## config.mk

```make
export PLATFORM = sky130hd
export DESIGN_NAME = spi_device_core
export DESIGN_NICKNAME = d
export VERILOG_FILES = /design/src/rtl/spi_device_core.sv
export SDC_FILE = /design/constraint.sdc
export NUM_CORES = 1
export LEC_CHECK = 0
export BUFFER_PORTS_ARGS = -buffer_cell sky130_fd_sc_hd__buf_2
export CAP_MARGIN = 20
export CORE_UTILIZATION = 57
export DETAILED_ROUTE_END_ITERATION = 7
export GPL_TIMING_DRIVEN = 0
export HOLD_SLACK_MARGIN = 0.08
export PLACE_DENSITY = 0.84
export SYNTH_ARGS = -nofsm -noshare
export SYNTH_HDL_FRONTEND = slang
export SYNTH_SLANG_ARGS = --single-unit
```

## constraint.sdc

```tcl
create_clock -name clk_i -period 7.84 [get_ports clk_i]
set_input_delay 1.176 -clock clk_i [delete_from_list [all_inputs] [get_ports clk_i]]
set_output_delay 1.176 -clock clk_i [all_outputs]
set_load 0.01 [all_outputs]
```

## src/rtl/spi_device_core.sv

```systemverilog
// SPI slave core: synchronised pin inputs, register-bus RX/TX/CTRL/STATUS, and a
// character-level shift engine with overrun/underrun tracking and a level interrupt.
module spi_device_core #(
  parameter int unsigned MAX_CHAR    = 32,
  parameter int unsigned SYNC_STAGES = 2
) (
  input  logic        clk_i,
  input  logic        rst_i,
  input  logic [7:0]  addr_i,
  input  logic [31:0] wdata_i,
  output logic [31:0] rdata_o,
  input  logic [3:0]  be_i,
  input  logic        we_i,
  input  logic        re_i,
  output logic        error_o,
  output logic        intr_o,
  input  logic        ss_ni,
  input  logic        sclk_i,
  input  logic        sd_i,
  output logic        sd_o,
  output logic        sd_oe_o
);

  localparam int unsigned CntW = $clog2(MAX_CHAR);

  localparam logic [0:0] StIdle   = 1'b0;
  localparam logic [0:0] StActive = 1'b1;

  logic [SYNC_STAGES-1:0] sclk_sync_q, ss_sync_q, sd_sync_q;
  logic                   sclk_prev_q, ss_prev_q;

  logic [0:0]          state_q, state_d;
  logic [12:0]         ctrl_q, ctrl_d;
  logic [31:0]         tx_buf_q, tx_buf_d;
  logic [31:0]         rx_reg_q, rx_reg_d;
  logic [MAX_CHAR-1:0] tx_shift_q, tx_shift_d;
  logic [MAX_CHAR-1:0] rx_shift_q, rx_shift_d;
  logic [CntW-1:0]     bit_cnt_q, bit_cnt_d;
  logic                rx_valid_q, rx_valid_d;
  logic                tx_full_q, tx_full_d;
  logic                overrun_q, overrun_d;
  logic                underrun_q, underrun_d;
  logic [31:0]         rdata_q, rdata_d;
  logic                intr_q, sd_q, sd_d;

  logic            sclk_s, ss_s, sd_s;
  logic            sclk_rise, sclk_fall, ss_fall;
  logic            sample_edge, drive_edge;
  logic            busy, rd_rx, tx_wr, reload;
  logic [4:0]      char_len;
  logic [CntW-1:0] len_m1;
  logic            rx_negedge, tx_negedge, lsb, ie, en;
  logic [MAX_CHAR-1:0] rx_base;
  logic [5:0]      unused_addr;

  assign unused_addr = {addr_i[7:4], addr_i[1:0]};

  assign char_len   = ctrl_q[4:0];
  assign rx_negedge = ctrl_q[8];
  assign tx_negedge = ctrl_q[9];
  assign lsb        = ctrl_q[10];
  assign ie         = ctrl_q[11];
  assign en         = ctrl_q[12];

  // char_len of zero selects the full MAX_CHAR width
  assign len_m1 = (char_len == 5'd0) ? CntW'(MAX_CHAR - 1) : CntW'(char_len - 5'd1);

  assign sclk_s      = sclk_sync_q[SYNC_STAGES-1];
  assign ss_s        = ss_sync_q[SYNC_STAGES-1];
  assign sd_s        = sd_sync_q[SYNC_STAGES-1];
  assign sclk_rise   = sclk_s & ~sclk_prev_q;
  assign sclk_fall   = ~sclk_s & sclk_prev_q;
  assign ss_fall     = ss_prev_q & ~ss_s;
  assign sample_edge = rx_negedge ? sclk_fall : sclk_rise;
  assign drive_edge  = tx_negedge ? sclk_fall : sclk_rise;

  assign busy  = (state_q == StActive);
  assign rd_rx = re_i && (addr_i[3:2] == 2'd0);
  assign tx_wr = we_i && (addr_i[3:2] == 2'd1);

  always_comb begin
    state_d    = state_q;
    ctrl_d     = ctrl_q;
    tx_buf_d   = tx_buf_q;
    rx_reg_d   = rx_reg_q;
    tx_shift_d = tx_shift_q;
    rx_shift_d = rx_shift_q;
    bit_cnt_d  = bit_cnt_q;
    rx_valid_d = rx_valid_q;
    tx_full_d  = tx_full_q;
    overrun_d  = overrun_q;
    underrun_d = underrun_q;
    reload     = 1'b0;
    rx_base    = '0;

    if (rd_rx) rx_valid_d = 1'b0;

    if (we_i) begin
      unique case (addr_i[3:2])
        2'd1: begin
          for (int b = 0; b < 4; b++) begin
            if (be_i[b]) tx_buf_d[8*b +: 8] = wdata_i[8*b +: 8];
          end
        end
        2'd2: begin
          if (!busy) begin
            if (be_i[0]) ctrl_d[4:0]  = wdata_i[4:0];
            if (be_i[1]) ctrl_d[12:8] = wdata_i[12:8];
          end
        end
        2'd3: begin
          if (wdata_i[2]) overrun_d  = 1'b0;
          if (wdata_i[3]) underrun_d = 1'b0;
        end
        default: ;
      endcase
    end

    unique case (state_q)
      StIdle: begin
        if (en && ss_fall) begin
          state_d = StActive;
          reload  = 1'b1;
        end
      end
      StActive: begin
        if (ss_s) begin
          state_d = StIdle;
        end else begin
          if (sample_edge) begin
            rx_base = (bit_cnt_q == '0) ? '0 : rx_shift_q;
            if (lsb) begin
              rx_shift_d            = rx_base;
              rx_shift_d[bit_cnt_q] = sd_s;
            end else begin
              rx_shift_d = {rx_base[MAX_CHAR-2:0], sd_s};
            end
            if (bit_cnt_q == len_m1) begin
              // A same-cycle RX read frees the holding register, so no overrun
              if (rx_valid_q && !rd_rx) begin
                overrun_d = 1'b1;
              end else begin
                rx_reg_d   = 32'(rx_shift_d);
                rx_valid_d = 1'b1;
              end
              reload = 1'b1;
            end else begin
              bit_cnt_d = bit_cnt_q + CntW'(1);
            end
          end
          // Drive edges preceding the first sample of a character keep bit 0 on the pin
          if (drive_edge && !reload && (bit_cnt_q != '0 || sample_edge)) begin
            tx_shift_d = lsb ? (tx_shift_q >> 1) : (tx_shift_q << 1);
          end
        end
      end
      default: state_d = StIdle;
    endcase

    if (reload) begin
      tx_shift_d = tx_full_q ? tx_buf_q[MAX_CHAR-1:0] : '0;
      if (!tx_full_q) underrun_d = 1'b1;
      tx_full_d = 1'b0;
      bit_cnt_d = '0;
    end

    // Bus write wins over a same-cycle reload, which already used the old buffer
    if (tx_wr) tx_full_d = 1'b1;
  end

  always_comb begin
    sd_d = 1'b0;
    if (state_d == StActive) sd_d = lsb ? tx_shift_d[0] : tx_shift_d[len_m1];
  end

  always_comb begin
    rdata_d = rdata_q;
    if (re_i) begin
      unique case (addr_i[3:2])
        2'd0:    rdata_d = rx_reg_q;
        2'd1:    rdata_d = tx_buf_q;
        2'd2:    rdata_d = {19'd0, ctrl_q[12:8], 3'd0, ctrl_q[4:0]};
        default: rdata_d = {27'd0, busy, underrun_q, overrun_q, tx_full_q, rx_valid_q};
      endcase
    end
  end

  always_ff @(posedge clk_i or posedge rst_i) begin
    if (rst_i) begin
      sclk_sync_q <= '0;
      ss_sync_q   <= '0;
      sd_sync_q   <= '0;
      sclk_prev_q <= 1'b0;
      ss_prev_q   <= 1'b0;
      state_q     <= StIdle;
      ctrl_q      <= '0;
      tx_buf_q    <= '0;
      rx_reg_q    <= '0;
      tx_shift_q  <= '0;
      rx_shift_q  <= '0;
      bit_cnt_q   <= '0;
      rx_valid_q  <= 1'b0;
      tx_full_q   <= 1'b0;
      overrun_q   <= 1'b0;
      underrun_q  <= 1'b0;
      rdata_q     <= '0;
      intr_q      <= 1'b0;
      sd_q        <= 1'b0;
    end else begin
      sclk_sync_q <= {sclk_sync_q[SYNC_STAGES-2:0], sclk_i};
      ss_sync_q   <= {ss_sync_q[SYNC_STAGES-2:0], ss_ni};
      sd_sync_q   <= {sd_sync_q[SYNC_STAGES-2:0], sd_i};
      sclk_prev_q <= sclk_s;
      ss_prev_q   <= ss_s;
      state_q     <= state_d;
      ctrl_q      <= ctrl_d;
      tx_buf_q    <= tx_buf_d;
      rx_reg_q    <= rx_reg_d;
      tx_shift_q  <= tx_shift_d;
      rx_shift_q  <= rx_shift_d;
      bit_cnt_q   <= bit_cnt_d;
      rx_valid_q  <= rx_valid_d;
      tx_full_q   <= tx_full_d;
      overrun_q   <= overrun_d;
      underrun_q  <= underrun_d;
      rdata_q     <= rdata_d;
      intr_q      <= ie & (rx_valid_q | overrun_q | underrun_q);
      sd_q        <= sd_d;
    end
  end

  assign rdata_o = rdata_q;
  assign intr_o  = intr_q;
  assign sd_o    = sd_q;
  assign sd_oe_o = busy;
  assign error_o = 1'b0;

endmodule

```

After elaboration in Yosys (flattened, before gate mapping)
Cells that the tools add are included.
{"block": "word_totals", "elab_cells": 125, "output_inout_bits": 36, "reg_bits": 190}
{"block": "op_classes", "n_bitwise": 11, "n_eq_ne": 6, "n_reduce_logical": 26, "n_lt_le_gt_ge": 3, "add_sub_neg": 2, "n_mux": 54}
{"cell": "$mux W32", "count": 8}
{"cell": "$pmux W32 S3", "count": 1}
{"cell": "$mux W1", "count": 34}
{"cell": "$bwmux W32", "count": 1}
{"cell": "$mux W5", "count": 6}
{"cell": "$reduce_and A3 Y1", "count": 5}
{"cell": "$lt A5 B6 Y1 const B", "count": 2}
{"cell": "$reduce_and A4 Y1", "count": 3}
{"cell": "$logic_not A5 Y1", "count": 2}
{"cell": "$logic_and A1 B1 Y1", "count": 7}
{"cell": "$reduce_bool A2 Y1", "count": 3}
{"cell": "$add A5 B1 Y5 const B", "count": 1}
{"cell": "$bmux W1 S5", "count": 1}
{"cell": "$demux W1 S5", "count": 1}
{"cell": "$eq A5 B5 Y1", "count": 1}
{"cell": "$ge A5 B1 Y1 const B", "count": 1}
{"cell": "$not A1 Y1", "count": 5}
{"cell": "$reduce_and A5 Y1", "count": 1}
{"cell": "$reduce_bool A5 Y1", "count": 1}
{"cell": "$sub A5 B1 Y5 const B", "count": 1}
{"cell": "$and A1 B1 Y1", "count": 4}
{"cell": "$eq A2 B2 Y1 const B", "count": 2}
{"cell": "$pmux W1 S2", "count": 2}
{"cell": "$eq A2 B1 Y1 const B", "count": 1}
{"cell": "6 further kinds", "count": 8}

Depth between registers and ports, before layout
Gate-level depths: netlist of run 1.
{"block": "logic_depth", "depth_word": 18, "ltp_mapped": 14, "ltp_nobuf": 12}

Least setup slack after synthesis of run 1
OpenSTA, ideal clock, no wires.
{"block": "synth_path", "kind": "register to register", "from": "register ctrl_q[0]", "to": "register sd_q (netlist: sd_o)", "setup_time_ns": 0.130, "stages_incl_launch_ff": 13, "period_less_slack_ns": 3.278, "path_slack_ns": 4.562, "path_buffers": 0, "t_arrival_ns": 3.147, "path_cell_list": "dfrtp_1 inv_1 ha_1 and4bb_2 a211oi_1 o211ai_1 o311a_4 and3_1 a221o_1 o32a_1 and3_1 a211oi_2 a211oi_1"}
{"block": "synth_via", "elab_chain_cells": 18, "elab_cells_between_ends": 21, "cone_classes": "add/sub: 1; eq/ne: 1; mux: 15; reduce/logical: 4"}
{"item": "start, declared", "line_no": "33", "source": "logic [12:0] ctrl_q, ctrl_d;"}
{"item": "start signal, assigned", "line_no": "216", "source": "ctrl_q <= ctrl_d;"}
{"item": "$sub A5 B1 Y5 or $logic_not A5 Y1 (tied branches)", "line_no": "66", "source": "assign len_m1 = (char_len == 5'd0) ? CntW'(MAX_CHAR - 1) : CntW'(char_len - 5'd1);"}
{"item": "$mux W5 (*)", "line_no": "66"}
{"item": "$eq A5 B5 Y1 (*)", "line_no": "138", "source": "if (bit_cnt_q == len_m1) begin"}
{"item": "$mux W1 (*)", "line_no": "138"}
{"item": "$mux W1 (*)", "line_no": "130", "source": "if (sample_edge) begin"}
{"item": "$mux W1 (*)", "line_no": "127", "source": "if (ss_s) begin"}
{"item": "$mux W1 (*)", "line_no": "119", "source": "unique case (state_q)"}
{"item": "$logic_not A1 Y1", "line_no": "152", "source": "if (drive_edge && !reload && (bit_cnt_q != '0 || sample_edge)) begin"}
{"item": "[3 not listed]"}
{"item": "$mux W32", "line_no": "127"}
{"item": "$mux W32", "line_no": "119"}
{"item": "$mux W32 (*)", "line_no": "160", "source": "if (reload) begin"}
{"item": "via tx_shift_d[31]", "line_no": "36", "source": "logic [MAX_CHAR-1:0] tx_shift_q, tx_shift_d;"}
{"item": "$bmux W1 S5 (*)", "line_no": "173", "source": "if (state_d == StActive) sd_d = lsb ? tx_shift_d[0] : tx_shift_d[len_m1];"}
{"item": "$mux W1 (not written as such) (*)", "line_no": "173"}
{"item": "$mux W1 (*) (2 in a row)", "line_no": "173"}
{"item": "via sd_d", "line_no": "44", "source": "logic intr_q, sd_q, sd_d;"}
{"item": "end signal, assigned", "line_no": "208", "source": "sd_q <= 1'b0;"}
{"item": "end signal, assigned", "line_no": "228", "source": "sd_q <= sd_d;"}
{"item": "end, declared", "line_no": "44"}
Mark *: on every way through the listed nets, which the timed path passes. The rest lies on a longest branch. The select of a mux whose other input is x is not followed.
A chain may end at the register's enable or synchronous reset.

Worst setup path in the final report of run 1
{"block": "layout_path", "from": "register ctrl_q[0]", "to": "register sd_q (netlist: sd_o)"}
{"block": "layout_via", "elab_chain_cells": 18, "elab_cells_between_ends": 21, "cone_classes": "add/sub: 1; eq/ne: 1; mux: 15; reduce/logical: 4"}
{"item": "$sub A5 B1 Y5 or $logic_not A5 Y1 (tied branches)", "line_no": "66"}
{"item": "$mux W5 (*)", "line_no": "66"}
{"item": "$eq A5 B5 Y1", "line_no": "138"}
{"item": "$mux W1", "line_no": "138"}
{"item": "$mux W1", "line_no": "130"}
{"item": "$mux W1", "line_no": "127"}
{"item": "$mux W1", "line_no": "119"}
{"item": "$logic_not A1 Y1", "line_no": "152"}
{"item": "$logic_and A1 B1 Y1 (2 in a row)", "line_no": "152"}
{"item": "$mux W32", "line_no": "152"}
{"item": "$mux W32", "line_no": "127"}
{"item": "$mux W32", "line_no": "119"}
{"item": "$mux W32", "line_no": "160"}
{"item": "$bmux W1 S5", "line_no": "173"}
{"item": "$mux W1 (not written as such)", "line_no": "173"}
{"item": "$mux W1 (*) (2 in a row)", "line_no": "173"}
{"item": "via sd_d", "line_no": "44"}
Marks and branches as above.

==> flow_summary.json, run 1 <==
{
  "rows": 47,
  "post-route-period-util": 0.554,
  "drive_gt1_frac": 0.174,
  "path_cells": "inv_1 -> ha_1 -> nor2b_1 -> o311ai_2 -> xnor2_2 -> nor3_2 -> o31ai_2 -> clkbuf_1 -> a21oi_1 -> a22oi_1 -> and3_1 -> a211oi_2 -> a211oi_1",
  "use_met1": 0.443,
  "ir_drop_uv": 228,
  "setup_viol": 0,
  "max_freq_mhz": 230,
  "routedWlPerCell_um": 21.9,
  "dieArea_um2": 17600,
  "gp_congestion": 0.967,
  "synth-edff-count": 0,
  "cts_hold_buf": 0,
  "setup_tns_ps": 0,
  "rsz0062_at_grt": "no",
  "area_growth_pct": 13.4,
  "crit_path_end_kind": "flip-flop",
  "multi_input_area_um2": 4510,
  "grt_usage": 0.342,
  "place_inst": 1292,
  "drtAntennaViolNets": 0,
  "powerDensity_nw_per_um2": 285,
  "hold_violations": 0,
  "cts.repair.resized": 0,
  "die_width_um": 133,
  "drt_iter0_markers": 1021,
  "syn_area_per_cell_um2": 9.77,
  "initial_core_util": 0.586,
  "avgViaCountPerCell": 6.51,
  "hold_path.class": "reg -> reg",
  "grt_pass1_vias": 8486,
  "timing.slew.headroom": 0.309,
  "routed-via-count": 8625,
  "finalWirelength_um": 29000,
  "grt_overflow": 0,
  "fin_worst_skew_ps": 11.0,
  "yosysWarningCount": 0,
  "syn-cell-area_um2": 9710,
  "syn_nets": 1051,
  "p_seq_frac": 0.432,
  "die_y_um": 133,
  "postSynthCellCount": 994,
  "firstDrtPassIters": 6,
  "drv_slew": 0,
  "status": "finished, final reports clean",
  "worstSetupPathType": "reg -> reg",
  "synthFlopType": "dfrtp_1",
  "internal-power_mw": 1.99,
  "yosysSeqAreaShare": 0.490,
  "drcViolationCount": 0,
  "clk_pin_slew_ps": 70,
  "tightest_slew_ps": 1030,
  "p_total_mw": 3.14,
  "combPwrFrac": 0.286,
  "top_usage_layer": "met2",
  "grt_antenna_before_repair": 0,
  "crit_fanout": 10,
  "crit_arrival_ps": 4680,
  "cts_root_buf": "clkbuf_16",
  "layout.nets": 1148,
  "dp_hpwl_um": 20800,
  "crit_path_top_delay_cell": "o31ai_2",
  "ys_types": 67,
  "diodes": 0,
  "synth-seq-cells": 190,
  "final_cells": 1324,
  "num-fill-cells": 1271,
  "cts_buffers": 17,
  "cts_tree": "built",
  "grt_util_met2": 0.548,
  "clockBufferDepth": 2,
  "cts_sinks": 190,
  "crit_family": "compound AO/OA/AOI/OAI gates",
  "pwr-share-clk": 0.283,
  "cts_setup_buffers": 0,
  "slowest_delay_ps": 700,
  "core_area_um2": 16600,
  "startpoint_type": "flip-flop",
  "clock_latency_ps": 440,
  "post-route-min-period_ps": 4340,
  "switchingPower_mw": 1.15,
  "use_met3": 0.0686,
  "max-cap-violations": 0,
  "synth-async-reset-ratio": 1.00,
  "crit_buf_inv": 2,
  "io-pin-count": 87,
  "cts_max_level": 4,
  "required_ps": 8180,
  "hold_ws_ps": 351,
  "io_buffers": 77,
  "grt_pass1_wl_um": 46100,
  "seq_area_um2": 4750,
  "switching_share": 0.366,
  "p_leak_nw": 4.91,
  "grt_max_degree": 118
}
flip-flops by register name, indices dropped and copies added (netlist names), 2 cells and up:
register     cells
sclk_sync_q      2
ss_sync_q        2
tx_buf_q        32
bit_cnt_q        5
rdata_o         32
ctrl_q          10
tx_shift_q      32
rx_shift_q      32
rx_reg_q        32
sd_sync_q        2
worst paths after layout:
| path | end | slack (ps) | depth (start not counted) | from |
|---|---|---|---|---|
| worst max-delay path | sd_o | 3500 | 13 | ctrl_q[0] |
| worst min-delay path | sd_sync_q[1] | 350 | 0 | sd_sync_q[0] |
| worst max register to register | sd_o | 3500 | 13 | ctrl_q[0] |
| worst min register to register | sd_sync_q[1] | 350 | 0 | sd_sync_q[0] |
| max in group asynchronous | tx_buf_q[7] | 6080 | 3 | rst_i |
| min in group asynchronous | sd_sync_q[0] | 780 | 2 | rst_i |
stage by stage:
step                      instance area [µm²]  setup slack [ps]  utilization
after global routing                    11000              3330        0.664
final                                   11000              3500        0.664
after detailed placement                10400              3700        0.628
after CTS                               11000              3650        0.664
after floorplan                          9710              1490            -
after global placement                  10400              -485        0.625
per-layer routing:
metal / vias to the layer above / wire (µm)
met1: 4205 / 11400
li1: 3765 / -
met2: 530 / 13700
met4: 0 / 1390
met5: - / 0
met3: 125 / 2500
cell usage after synthesis (4+ instances only):
master    number  share of area
a31o_2         5         0.0045
nor3_1         8         0.0041
inv_1         46          0.018
and2_1         6         0.0039
nand3_1       31          0.016
nor2b_1        4         0.0026
a21o_1         4         0.0031
nor2_1        59          0.023
nand2_1      145          0.056
buf_2          5         0.0026
mux2_2        53          0.061
a21oi_1       48          0.025
nand2b_1       6         0.0039
clkbuf_1      53          0.020
a32oi_1       12          0.011
mux2i_1       50          0.052
o211ai_1      11         0.0085
a221o_1       14          0.014
ha_1           6         0.0077
buf_1          8         0.0031
xnor2_1        4         0.0036
nand4_1        7         0.0045
dfrtp_1      190           0.49
mux2_1         5         0.0058
and3_1        10         0.0064
mux4_2         5          0.012
o21ai_1        8         0.0041
o22ai_1       23          0.015
o21ai_0       88          0.045
a22oi_1       12         0.0093
a211oi_1       4         0.0031
power groups by stage:
stage          registers [mW]  logic (mW)  clock network [mW]
2_1_floorplan            1.30       0.634                   0
3_3_place_gp             1.35       0.842                   0
3_5_place_dp             1.36       0.864                   0
4_1_cts                  1.34       0.873               0.892
5_1_grt                  1.37       0.963               0.930
6_report                 1.36       0.896               0.887
cell usage in the layout (no fill, tap or decap), drive strengths merged, types with 14 or more instances in the layout:
| cell type | count |
|---|---|
| clkbuf | 71 |
| nand3 | 31 |
| a21oi | 48 |
| nand2 | 145 |
| nor2 | 59 |
| inv | 54 |
| o22ai | 23 |
| mux2 | 58 |
| dfrtp | 190 |
| mux2i | 50 |
| buf | 93 |
| o21ai | 96 |
| a221o | 14 |
logic make-up (layout without fill, tap and decap cells):
logic type / Yosys count / in the layout / synth area share
XOR/XNOR: 7 / 7 / 0.00709
flip-flops: 190 / 190 / 0.490
AO/OA/AOI/OAI: 271 / 271 / 0.185
other: 1 / 1 / 0.000386
multiplexers: 113 / 113 / 0.130
buffers and inverters: 114 / 224 / 0.0455
adder cells (fa/ha/maj): 6 / 6 / 0.00773
AND/OR/NAND/NOR: 292 / 292 / 0.134
worst reg2reg max path: stages (launching register included):
cell	delay, ps
dfrtp_1	550
inv_1	150
ha_1	250
nor2b_1	140
o311ai_2	570
xnor2_2	270
nor3_2	130
o31ai_2	700
clkbuf_1	480
a21oi_1	190
a22oi_1	250
and3_1	220
a211oi_2	70
a211oi_1	250
area by class of cell:
| type | count | share of cell area |
|---|---|---|
| repair buffers | 78 | 0.0375 |
| multi-input cells | 690 | 0.410 |
| clock inverters | 14 | 0.0151 |
| plain buffers | 68 | 0.0244 |
| clock buffers | 18 | 0.0399 |
| flip-flops and latches | 190 | 0.432 |
| well taps | 220 | 0.0250 |
| inverters | 46 | 0.0164 |
Note: power is estimated with default switching activity, not from simulation.
==> run 2, diff against run 1 <==
Settings changed: ABC_AREA from default to 1, CORE_UTILIZATION 57 to 54, PLACE_DENSITY 0.84 to 0.83.
Clock period 7.84 ns to 3.7 ns, I/O delays scaled along.
==> run 2 against run 1 <==
The flow now finishes with violations (DRC). Synthesized cell count rose by 30%. Largest cell class unchanged. Fmax is 41% higher. Via count grew 9.5%. Critical path depth is 8 higher. Worst setup slack got worse by 2900 ps.
==> flow_summary.json, run 2 <==
{
  "crit_fanout": 10,
  "grt_util_met2": 0.505,
  "firstDrtPassIters": 8,
  "layout.nets": 1450,
  "yosysSeqAreaShare": 0.475,
  "grt_overflow": 0,
  "use_met1": 0.404,
  "powerDensity_nw_per_um2": 686,
  "hold_path.class": "in -> reg",
  "multi_input_area_um2": 4540,
  "io-pin-count": 87,
  "grt_usage": 0.308,
  "drtAntennaViolNets": 0,
  "dieArea_um2": 19100,
  "cts_max_level": 4,
  "grt_pass1_wl_um": 46000,
  "drcViolationCount": 2,
  "cts_root_buf": "clkbuf_16",
  "ir_drop_uv": 370,
  "cts_setup_buffers": 0,
  "status": "finished with violations",
  "max-cap-violations": 0,
  "synthFlopType": "dfrtp_1",
  "cts_tree": "built",
  "grt_pass1_vias": 8860,
  "hold_violations": 0,
  "mostFrequentLayoutCell": "nand2_1",
  "synth-edff-count": 0,
  "rsz0062_at_grt": "no",
  "drt_iter0_markers": 1002,
  "routed-via-count": 9445,
  "clk_pin_slew_ps": 70,
  "routedWlPerCell_um": 17.5,
  "syn_nets": 1348,
  "area_growth_pct": 13.6,
  "stdcell_area_um2": 11400,
  "core_area_um2": 18100,
  "grt_antenna_before_repair": 0,
  "post-route-period-util": 0.833,
  "synth.largest_area_cell": "dfrtp_1",
  "fin_worst_skew_ps": 7.69,
  "setup_viol": 0,
  "cts_sinks": 190,
  "p_leak_nw": 5.33,
  "final_cell_mix": "308 x nand2_1, 190 x dfrtp_1, 161 x nor2_1",
  "required_ps": 4040,
  "top_usage_layer": "met2",
  "worstRegToRegCells": 21,
  "diodes": 0,
  "startpoint_type": "flip-flop",
  "post-route-min-period_ps": 3080,
  "ys_top_cells_by_count": "308 x nand2_1, 190 x dfrtp_1, 161 x nor2_1, 112 x a21oi_1, 103 x nand3_1",
  "initial_core_util": 0.553,
  "io_buffers": 79,
  "cts.repair.resized": 0,
  "rows": 49,
  "cts_buffers": 17,
  "die_y_um": 138,
  "tightest_slew_ps": 841,
  "setup_tns_ps": 0,
  "num-fill-cells": 1529,
  "drv_slew": 0,
  "crit_arrival_ps": 3420,
  "violations": "DRC",
  "dp_hpwl_um": 21600,
  "drive_gt1_frac": 0.135,
  "ys_types": 39,
  "finalWirelength_um": 28600,
  "ys_top_cells_by_area": "dfrtp_1 48%, nand2_1 12%, nor2_1 6.0%",
  "syn-cell-area_um2": 10000,
  "postSynthCellCount": 1291,
  "worstSetupPathType": "reg -> reg",
  "clock_latency_ps": 440,
  "whs_path_depth": 1,
  "max_freq_mhz": 324,
  "synth.most_common_cell": "nand2_1",
  "grt_max_degree": 45,
  "crit_path_end_kind": "flip-flop",
  "place_area_um2": 10800,
  "clockBufferDepth": 2,
  "yosysWarningCount": 0,
  "cts_hold_buf": 0,
  "synth-seq-cells": 190,
  "gp_congestion": 1.03,
  "die_width_um": 138,
  "avgViaCountPerCell": 5.78,
  "yosysTopAreaCellShare": 0.475,
  "synth-async-reset-ratio": 1.00,
  "use_met3": 0.0499,
  "seq_area_um2": 4750,
  "syn_area_per_cell_um2": 7.75,
  "timing.slew.headroom": 0.439
}
==> run 2: cell type report <==
type,instances,share of cell area
buffer,69,0.0291
sequential,190,0.418
multi-input combinational,933,0.399
clock inverter,14,0.0139
tap,229,0.0252
timing repair buffer,83,0.0418
inverter,99,0.0335
clock buffer,18,0.0387
==> run 2: cells by family after synthesis <==
| group | after synthesis | synth area share |
|---|---|---|
| compound gates | 258 | 0.145 |
| buf+inv | 168 | 0.0707 |
| xor+xnor | 3 | 0.00263 |
| other cells | 1 | 0.000375 |
| simple gates | 662 | 0.295 |
| flops | 190 | 0.475 |
| mux | 3 | 0.00338 |
| fa+ha+maj | 6 | 0.00751 |
==> run 2: final timing paths <==
| check | from | endpoint | slack [ps] |
|---|---|---|---|
| worst max-delay path | ctrl_q[0] | sd_o | 620 |
| worst min-delay path | sd_i | sd_sync_q[0] | 220 |
| worst max register to register | ctrl_q[0] | sd_o | 620 |
| worst min register to register | ss_sync_q[0] | ss_sync_q[1] | 350 |
| max in group asynchronous | rst_i | rx_reg_q[23] | 2730 |
| min in group asynchronous | rst_i | sd_o | 270 |
==> run 2: layer usage <==
layer	up-vias	wire length [µm]
met5	-	0
met4	0	1110
met3	83	2210
met2	484	13600
met1	4425	11600
li1	4453	-
==> run 2: critical path, cell delays in order, from the launching register on <==
cell	delay (ps)
dfrtp_1	410
inv_2	90
ha_1	310
buf_4	200
nor2_1	50
nor2_1	100
nand2_1	70
nor2_2	130
nand3_2	100
nor2_4	110
nand3_2	110
nand2_4	180
buf_2	280
nand2_1	150
nand3_1	110
nand3_1	70
nand3_1	110
nand3_1	80
nand3_1	70
nand3_1	100
nand2_1	100
inv_1	40
==> run 2: power breakdown <==
| part | leakage, nW | internal [mW] | switching, mW |
|---|---|---|---|
| Clock | 0.277 | 1.02 | 0.844 |
| Combinational | 2.72 | 1.03 | 1.90 |
| Sequential | 2.33 | 2.62 | 0.379 |
| Total | 5.33 | 4.67 | 3.12 |
==> run 2: per-stage QoR <==
| stage | hold slack, ps | cells | worst slack (ps) | utilization | power [mW] |
|---|---|---|---|---|---|
| after floorplan | 331 | 1291 | 697 | - | 5.04 |
| after detailed placement | 336 | 1603 | 335 | 0.595 | 5.87 |
| final | 219 | 1635 | 618 | 0.628 | 7.80 |
| after global routing | 205 | 1635 | 403 | 0.628 | 8.28 |
| after global placement | 334 | 1599 | -349 | 0.591 | 5.78 |
| after CTS | 212 | 1635 | 677 | 0.628 | 7.73 |
==> run 3, diff against run 2 <==
Settings changed: ABC_AREA 1 to 0.
Clock period 3.7 ns to 2.65 ns, I/O delays scaled along.
==> run 3 against run 2 <==
The flow finishes with violations (setup timing). Cell area up 5.2%. Fmax down 9.4%. Wire length up 11%. Sequential share of layout area down 2.0 points. Cell count down 16%. Die area down 2.8%. Largest cell class is now multi-input gates. Highest routed layer unchanged.
==> flow_summary.json, run 3 (same netlist as run 1, synthesis figures left out) <==
{
  "initial_core_util": 0.558,
  "num-fill-cells": 1259,
  "drcViolationCount": 0,
  "p_leak_nw": 5.31,
  "post-route-period-util": 1.28,
  "grt_pass1_vias": 8672,
  "drt_iter0_markers": 1286,
  "post-route-min-period_ps": 3400,
  "violations": "setup timing",
  "place_ws_ps": -1350,
  "io-pin-count": 87,
  "crit_arrival_ps": 3720,
  "rsz0062_at_grt": "yes",
  "mostFrequentLayoutCell": "dfrtp_1",
  "grt_util_met2": 0.554,
  "p_total_mw": 10.2,
  "use_met1": 0.441,
  "multi_input_area_um2": 4820,
  "io_buffers": 77,
  "clockBufferDepth": 2,
  "required_ps": 2970,
  "grt_antenna_before_repair": 0,
  "powerDensity_nw_per_um2": 852,
  "crit_family": "compound AO/OA/AOI/OAI gates",
  "path_cells": "inv_4 -> ha_4 -> or4b_4 -> nand3_4 -> o311ai_4 -> buf_4 -> nor3_4 -> o31ai_4 -> buf_4 -> a221o_1 -> o311a_1 -> nor3b_2 -> a211oi_2 -> a211oi_2",
  "grt_pass1_wl_um": 47800,
  "drive_gt1_frac": 0.252,
  "slowest_delay_ps": 480,
  "max-cap-violations": 0,
  "final_cell_mix": "185 x dfrtp_1, 143 x nand2_1, 78 x buf_2, 78 x o21ai_0",
  "gp_congestion": 0.969,
  "area_growth_pct": 23.0,
  "clk_pin_slew_ps": 70,
  "startpoint_type": "flip-flop",
  "cts_sinks": 190,
  "timing.slew.headroom": 0.282,
  "cts_root_buf": "clkbuf_16",
  "cts_max_level": 4,
  "crit_path_top_delay_cell": "or4b_4",
  "avgViaCountPerCell": 6.60,
  "crit_buf_inv": 3,
  "routedWlPerCell_um": 23.1,
  "fin_ws_ps": -751,
  "drv_slew": 0,
  "grt_max_degree": 44,
  "cts_tree": "built",
  "place_area_um2": 10600,
  "tightest_slew_ps": 1070,
  "clock_latency_ps": 450,
  "fin_worst_skew_ps": 13.8,
  "max_freq_mhz": 294,
  "crit_path_end_kind": "flip-flop",
  "layout.nets": 1192,
  "worstSetupPathType": "reg -> reg",
  "drtAntennaViolNets": 0,
  "diodes": 0,
  "status": "finished with violations",
  "setup_viol": 49,
  "core_area_um2": 17400,
  "grt_usage": 0.346,
  "hold_violations": 0,
  "dieArea_um2": 18500,
  "dp_hpwl_um": 21600,
  "rows": 48,
  "cts_buffers": 17,
  "routed-via-count": 9058,
  "grt_overflow": 0,
  "final_util": 0.686,
  "ir_drop_uv": 557,
  "crit_fanout": 4,
  "top_usage_layer": "met2",
  "die_width_um": 136,
  "hold_path.class": "in -> reg",
  "use_met3": 0.0705,
  "die_y_um": 136,
  "stdcell_area_um2": 11900,
  "firstDrtPassIters": 6,
  "finalWirelength_um": 31700,
  "seq_area_um2": 4760
}
## run 3: changes by cell type in the layout (fill, tap and decap cells not counted), sizes merged, moves of 49 or more
cell / delta
inv: -49
nor2: -107
nand3: -95
mux2i: +50
mux2: +55
nand2: -180
a21oi: -65
## run 3: path summary, 6_finish.rpt
check                           slack, ps  depth (start not counted)             end      startpoint
max in group asynchronous            1210                          6  rx_shift_q[27]           rst_i
min in group asynchronous             450                          3     tx_buf_q[5]           rst_i
worst min-delay path                  170                          2     tx_buf_q[6]      wdata_i[6]
worst min register to register        350                          0  sclk_sync_q[1]  sclk_sync_q[0]
worst max register to register       -750                         14            sd_o       ctrl_q[0]
worst max-delay path                 -750                         14            sd_o       ctrl_q[0]
## run 3: worst reg2reg max path, stage by stage (launching register included)
cell and delay [ps]:
dfrtp_2 470, inv_4 100, ha_4 140, or4b_4 480, nand3_4 100, o311ai_4 120
buf_4 180, nor3_4 180, o31ai_4 120, buf_4 190, a221o_1 380, o311a_1 320
nor3b_2 180, a211oi_2 190, a211oi_2 120
## run 3: final cells by class
| class | count | area share |
|---|---|---|
| multi-input cells | 690 | 0.403 |
| flip-flops and latches | 190 | 0.398 |
| repair buffers | 123 | 0.0711 |
| clock buffers | 17 | 0.0356 |
| plain buffers | 67 | 0.0334 |
| well taps | 225 | 0.0236 |
| clock inverters | 14 | 0.0192 |
| inverters | 46 | 0.0152 |
## run 3: stage by stage
step	TNS [ps]	instances	hold slack, ps
CTS	-4860	1366	172
global placement	-278840	1296	334
floorplan	-37630	994	331
global route	-12430	1372	173
detailed placement	-37170	1301	336
finish	-8000	1372	174
## run 3: layer usage
metal	part of all wire	up-vias
li1	-	3853
met1	0.37	4372
met2	0.47	668
met3	0.10	165
met4	0.058	0
met5	0	-
## run 3: what timing repair did
| item | CTS | global route |
|---|---|---|
| gates resized for setup | 69 | 42 |
| pin swaps | 21 | 14 |
| endpoints found under the hold margin | 10 | 0 |
| cloned | 2 | 1 |
| buffers inserted | 28 | 6 |
| endpoints found under the setup margin | 98 | 72 |
| hold buffers | 4 | 0 |
## run 3: power breakdown
part	switching, mW	total, mW	internal, mW
combinational	1.88	3.24	1.36
clock	1.20	2.89	1.69
sequential	0.606	4.05	3.44
total	3.68	10.2	6.50
